===== src/rtl/wb_pipe_pkg.sv =====
// Shared definitions for the writeback pipeline register.
//   pipe_state_e        : occupancy state of the stage (EMPTY / FULL / SKID)
//   WB_PIPE_DEFAULT_W   : default payload lane width
//   state_count()       : number of held entries for a given state
package wb_pipe_pkg;

  localparam int unsigned WB_PIPE_DEFAULT_W = 32;

  typedef enum logic [1:0] {
    EMPTY = 2'd0,
    FULL  = 2'd1,
    SKID  = 2'd2
  } pipe_state_e;

  function automatic logic [1:0] state_count(input pipe_state_e s);
    case (s)
      FULL:    return 2'd1;
      SKID:    return 2'd2;
      default: return 2'd0;
    endcase
  endfunction

endpackage


===== src/rtl/pipe_entry_reg.sv =====
// One pipeline entry: CH lanes of W bits held as a single word so the lanes
// always move together.
// Ports:
//   clk_i, rst_ni : clock, asynchronous active-low reset (clears the entry)
//   i_load        : capture i_d on the next rising edge
//   i_clear       : zero the entry on the next rising edge (wins over i_load)
//   i_d           : entry to capture
//   o_q           : held entry
module pipe_entry_reg
  import wb_pipe_pkg::*;
#(
  parameter int unsigned W  = WB_PIPE_DEFAULT_W,
  parameter int unsigned CH = 2
) (
  input  logic                  clk_i,
  input  logic                  rst_ni,
  input  logic                  i_load,
  input  logic                  i_clear,
  input  logic [CH-1:0][W-1:0]  i_d,
  output logic [CH-1:0][W-1:0]  o_q
);

  logic [CH-1:0][W-1:0] r_q;

  always_ff @(posedge clk_i or negedge rst_ni) begin
    if (!rst_ni) begin
      r_q <= '0;
    end else if (i_clear) begin
      r_q <= '0;
    end else if (i_load) begin
      r_q <= i_d;
    end
  end

  assign o_q = r_q;

endmodule


===== src/rtl/wb_pipe_reg.sv =====
// Writeback pipeline register: a one-deep registered stage between execute
// and writeback, carrying CH payload lanes (lane 0 = writeback data,
// lane 1 = instruction) as one atomic entry.
//
// Handshake: an entry moves across a port only in a cycle where both valid
// and ready are high. Once out_valid_o is raised it stays high, and
// out_data_o stays unchanged, until out_ready_i accepts the entry (or a
// flush/reset discards it). Entries leave in the order they were accepted.
//
// Configuration macro WB_PIPE_REG_SKID_EN:
//   defined   : a skid register absorbs one extra entry (SKID state); in_ready_o
//               is registered, so there is no combinational path from out_ready_i.
//   undefined : single entry only; in_ready_o = out_ready_i | ~out_valid_o.
//
// Ports:
//   clk_i, rst_ni   : clock, asynchronous active-low reset
//   flush_i         : synchronous flush, discards every held entry
//   in_valid_i/in_ready_o/in_data_i    : upstream handshake and payload
//   out_valid_o/out_ready_i/out_data_o : downstream handshake and registered payload
//   count_o         : number of held entries (0..2)
//   dbg_state_o     : current FSM state, for observation only
module wb_pipe_reg
  import wb_pipe_pkg::*;
#(
  parameter int unsigned W  = WB_PIPE_DEFAULT_W,
  parameter int unsigned CH = 2
) (
  input  logic                  clk_i,
  input  logic                  rst_ni,
  input  logic                  flush_i,
  input  logic                  in_valid_i,
  output logic                  in_ready_o,
  input  logic [CH-1:0][W-1:0]  in_data_i,
  output logic                  out_valid_o,
  input  logic                  out_ready_i,
  output logic [CH-1:0][W-1:0]  out_data_o,
  output logic [1:0]            count_o,
  output pipe_state_e           dbg_state_o
);

`ifdef WB_PIPE_REG_SKID_EN
  localparam bit HAS_SKID = 1'b1;
`else
  localparam bit HAS_SKID = 1'b0;
`endif

  pipe_state_e          r_state;
  pipe_state_e          w_state_next;
  logic                 w_accept;
  logic                 w_drain;
  logic                 w_main_load;
  logic                 w_main_clear;
  logic [CH-1:0][W-1:0] w_main_d;
  logic                 w_skid_load;
  logic                 w_skid_clear;
  logic [CH-1:0][W-1:0] w_skid_q;

  assign w_accept    = in_valid_i & in_ready_o;
  assign w_drain     = out_valid_o & out_ready_i;
  assign out_valid_o = (r_state != EMPTY);
  assign count_o     = state_count(r_state);
  assign dbg_state_o = r_state;

  // State register.
  always_ff @(posedge clk_i or negedge rst_ni) begin
    if (!rst_ni) begin
      r_state <= EMPTY;
    end else begin
      r_state <= w_state_next;
    end
  end

  // Next-state logic. Flush wins over any handshake in the same cycle.
  always_comb begin
    w_state_next = r_state;
    if (flush_i) begin
      w_state_next = EMPTY;
    end else begin
      case (r_state)
        EMPTY: if (w_accept) w_state_next = FULL;
        FULL: begin
          // Without a skid register the accept-without-drain case cannot
          // happen, because in_ready_o follows out_ready_i while FULL.
          if (w_accept && !w_drain) w_state_next = HAS_SKID ? SKID : FULL;
          else if (!w_accept && w_drain) w_state_next = EMPTY;
        end
        SKID:    if (w_drain) w_state_next = FULL;
        default: w_state_next = EMPTY;
      endcase
    end
  end

  // Datapath controls for the main and skid entries.
  always_comb begin
    w_main_load  = 1'b0;
    w_main_clear = flush_i;
    w_main_d     = in_data_i;
    w_skid_load  = 1'b0;
    w_skid_clear = flush_i;
    if (!flush_i) begin
      case (r_state)
        EMPTY: w_main_load = w_accept;
        FULL: begin
          if (w_accept && w_drain) w_main_load = 1'b1;
          else if (w_accept)       w_skid_load = 1'b1;
        end
        SKID: begin
          // The older entry leaves; the skid entry becomes the head.
          if (w_drain) begin
            w_main_load  = 1'b1;
            w_main_d     = w_skid_q;
            w_skid_clear = 1'b1;
          end
        end
        default: ;
      endcase
    end
  end

  pipe_entry_reg #(.W(W), .CH(CH)) u_main (
    .clk_i   (clk_i),
    .rst_ni  (rst_ni),
    .i_load  (w_main_load),
    .i_clear (w_main_clear),
    .i_d     (w_main_d),
    .o_q     (out_data_o)
  );

`ifdef WB_PIPE_REG_SKID_EN
  logic r_in_ready;

  pipe_entry_reg #(.W(W), .CH(CH)) u_skid (
    .clk_i   (clk_i),
    .rst_ni  (rst_ni),
    .i_load  (w_skid_load),
    .i_clear (w_skid_clear),
    .i_d     (in_data_i),
    .o_q     (w_skid_q)
  );

  // Ready is decided one cycle ahead: high unless the stage is about to be
  // completely full.
  always_ff @(posedge clk_i or negedge rst_ni) begin
    if (!rst_ni) begin
      r_in_ready <= 1'b1;
    end else begin
      r_in_ready <= (w_state_next != SKID);
    end
  end

  assign in_ready_o = r_in_ready;
`else
  logic w_unused_skid;

  assign w_skid_q      = '0;
  assign w_unused_skid = w_skid_load | w_skid_clear;
  assign in_ready_o    = out_ready_i | ~out_valid_o;
`endif

endmodule


===== config.mk =====
export PLATFORM = sky130hd
export DESIGN_NAME = wb_pipe_reg
export DESIGN_NICKNAME = d
export VERILOG_FILES = /design/src/rtl/wb_pipe_pkg.sv /design/src/rtl/pipe_entry_reg.sv /design/src/rtl/wb_pipe_reg.sv
export SDC_FILE = /design/constraint.sdc
export NUM_CORES = 1
export LEC_CHECK = 0
export CAP_MARGIN = 10
export CORE_MARGIN = 2
export CORE_UTILIZATION = 49
export CTS_BUF_LIST = sky130_fd_sc_hd__clkbuf_8 sky130_fd_sc_hd__clkbuf_16
export DETAILED_ROUTE_END_ITERATION = 10
export DONT_BUFFER_PORTS = 1
export GPL_ROUTABILITY_DRIVEN = 0
export GPL_TIMING_DRIVEN = 0
export PLACE_DENSITY_LB_ADDON = 0.08
export SYNTH_ARGS = -nofsm -noshare
export SYNTH_HDL_FRONTEND = slang
export SYNTH_SLANG_ARGS = --single-unit

===== constraint.sdc =====
create_clock -name clk_i -period 1.6 [get_ports clk_i]
set_input_delay 0.16 -clock clk_i [delete_from_list [all_inputs] [get_ports clk_i]]
set_output_delay 0.16 -clock clk_i [all_outputs]
set_load 0.005 [all_outputs]

==> impl_metrics.ini <==
[route]
drt_pass1_iterations = 4
avgViaCountPerCell = 5.06
drt_iter0_drc = 61
routed_wirelength_microns = 7530
drc_errors = 0
drtAntennaViolNets = 0
post_drt_wl_per_cell_microns = 16.6
vias = 2301

[synthesis]
synth_top_cell_by_area = dfrtp_1
synth_area_leaders = dfrtp_1 (49%), nand2b_1 (24%), mux2i_1 (20%), buf_8 (2.7%), clkbuf_1 (1.5%)
syn-cell-area_sq_um = 3310
synth_top_area_share = 0.491
seq_area_frac_synth = 0.491
avgSynthCellArea_sq_um = 11.4
ys_ff_latch = 65
synthCells = 290
synth_cell_types = 15
ys_warn_count = 0

[finish]
utilization = 0.682
synthToLayoutAreaGrowth_pct = 33.0
final_cell_mix = nand2b_1 (128), dlygate4sd3_1 (65), dfrtp_1 (64)
diodes = 0
drive_gt1_frac = 0.0952
finalNetCount = 443
final_common_cell = nand2b_1

[clock_network]
clock-sinks = 65
path_clk_slew_ns = 0.07
cts_made_buffers = 9
clock_latency_ns = 0.33
cts_tree = yes
clockBufferDepth = 2
htree_levels = 3
hold_buffers = 65
cts_root_buf = clkbuf_8

[sta]
hold_viol = 65
fin_ws_ns = -0.305
grt_setup_unrepaired = yes
skew_ns = 0.00591
setup_viol = 64
max_freq_mhz = 525
hold_slack_ns = -0.487
fin_crit_sh = 1.19
slew_violations = 0
post-route-min-period_ns = 1.90

[setup_path]
r2r_slack_ns = -0.30
cp-end-kind = register
r2r_cells = 7
crit_start = dbg_state_o[0]
crit_type = reg -> reg
cp-start-kind = register
crit_end = u_main.o_q[38]
worstPathArrival_ns = 2.15
r2r-start = dbg_state_o[0]
crit_fanout = 10
timing.rr.end = u_main.o_q[38]
cp.required_ns = 1.84

[status]
violations = hold timing, setup timing
status = finished with violations

[global_routing]
antenna_found_initial = 0
globalRoute.totalOverflow = 0
grtUsageTotal = 0.203
grt_pass1_vias = 2397
grt_max_degree = 66
grt_pass1_wl_microns = 11700

[placement]
port_buffers = 0
dp_hpwl_microns = 4690

[floorplanning]
die_h_microns = 86.2
die_x_microns = 86.2
core_sq_um = 6460
start_util = 0.513
dieArea_sq_um = 7430
rows = 29
io_pins = 139

[pwr]
power_density_nw_per_um2 = 875
power_uw = 3850
p_leak_uw = 0.00212
irDropWorstVdd_uv = 445

[hold_path]
hp-class = in -> async

[flow_run]
maxCapViolations = 0
[cell type report]
type                            count  area (sq um)
Fill cell                         464          2050
Clock inverter                      6          51.3
Tap cell                           77          96.3
Timing Repair Buffer               71           746
Buffer                             25           224
Multi-Input combinational cell    201          1520
Clock buffer                       10           138
Sequential cell                    65          1630
[registers in the layout (all words and copies together) (netlist names)]
| name | cells |
|---|---|
| dbg_state_o | 1 |
| u_main.o_q | 64 |
[stage by stage]
step / hold slack (ns) / worst slack, ns / TNS (ns) / instance area [sq um] / instances
5_1_grt: -0.501 / -0.389 / -22.73 / 4410 / 455
3_3_place_gp: -0.134 / -0.271 / -15.77 / 3420 / 368
3_5_place_dp: -0.134 / -0.324 / -18.15 / 3420 / 368
4_1_cts: -0.504 / -0.297 / -17.29 / 4310 / 451
6_report: -0.487 / -0.305 / -16.86 / 4410 / 455
2_1_floorplan: -0.136 / -0.105 / -6.33 / 3320 / 291
[cells in the mapped netlist (all sizes together)]
library cell	n
nand2b	128
or2b	1
buf	12
clkbuf	13
dfrtp	65
nor2	1
a211oi	1
mux2i	65
ha	1
and2	2
conb	1
[worst min path at each step]
stage | from | to | slack, ns | depth (start not counted)
CTS | rst_ni | u_main.o_q[7] | -0.50 | 0
detailed placement | rst_ni | u_main.o_q[17] | -0.13 | 0
global placement | rst_ni | u_main.o_q[19] | -0.13 | 0
finish | rst_ni | u_main.o_q[10] | -0.49 | 0
floorplan | rst_ni | dbg_state_o[0] | -0.14 | 0
global route | rst_ni | u_main.o_q[40] | -0.50 | 0
[layer usage]
layer / vias up / routed length (microns) / part of all wire / track usage
li1: 1092 / - / - / -
met1: 1110 / 3200 / 0.42 / 0.245
met2: 88 / 3650 / 0.48 / 0.340
met3: 11 / 571 / 0.076 / 0.0610
met4: 0 / 111 / 0.015 / 0.0824
met5: - / 0 / 0 / 0
[logic make-up (layout without fill, tap and decap cells)]
logic type	after synthesis	after routing	share of synthesized area
muxes	65	65	0.196
and+or+nand+nor	132	132	0.249
adders and majority gates	1	1	0.00378
buffers and inverters	25	112	0.0559
other	1	2	0.00113
DFF	65	65	0.491
AOI/OAI and AO/OA	1	1	0.00227
[critical path: stages (launching register included)]
cell and delay (ns):
dfrtp_2 0.46, or2b_1 0.27, and2_1 0.15, ha_2 0.18, mux2i_4 0.23, buf_12 0.19, buf_12 0.15, mux2i_1 0.19
[power breakdown]
group | internal [uW] | switching, uW | total, uW
combinational | 399 | 238 | 637
clock | 741 | 608 | 1350
sequential | 1760 | 106 | 1870
[repair_timing]
action / in CTS / in global routing
endpoints found under the hold margin: 130 / 65
setup endpoints to repair: 64 / 64
gates cloned: 1 / 2
buffers inserted: 1 / 2
gates resized for setup: 9 / 7
(Power assumes the default switching activity.)
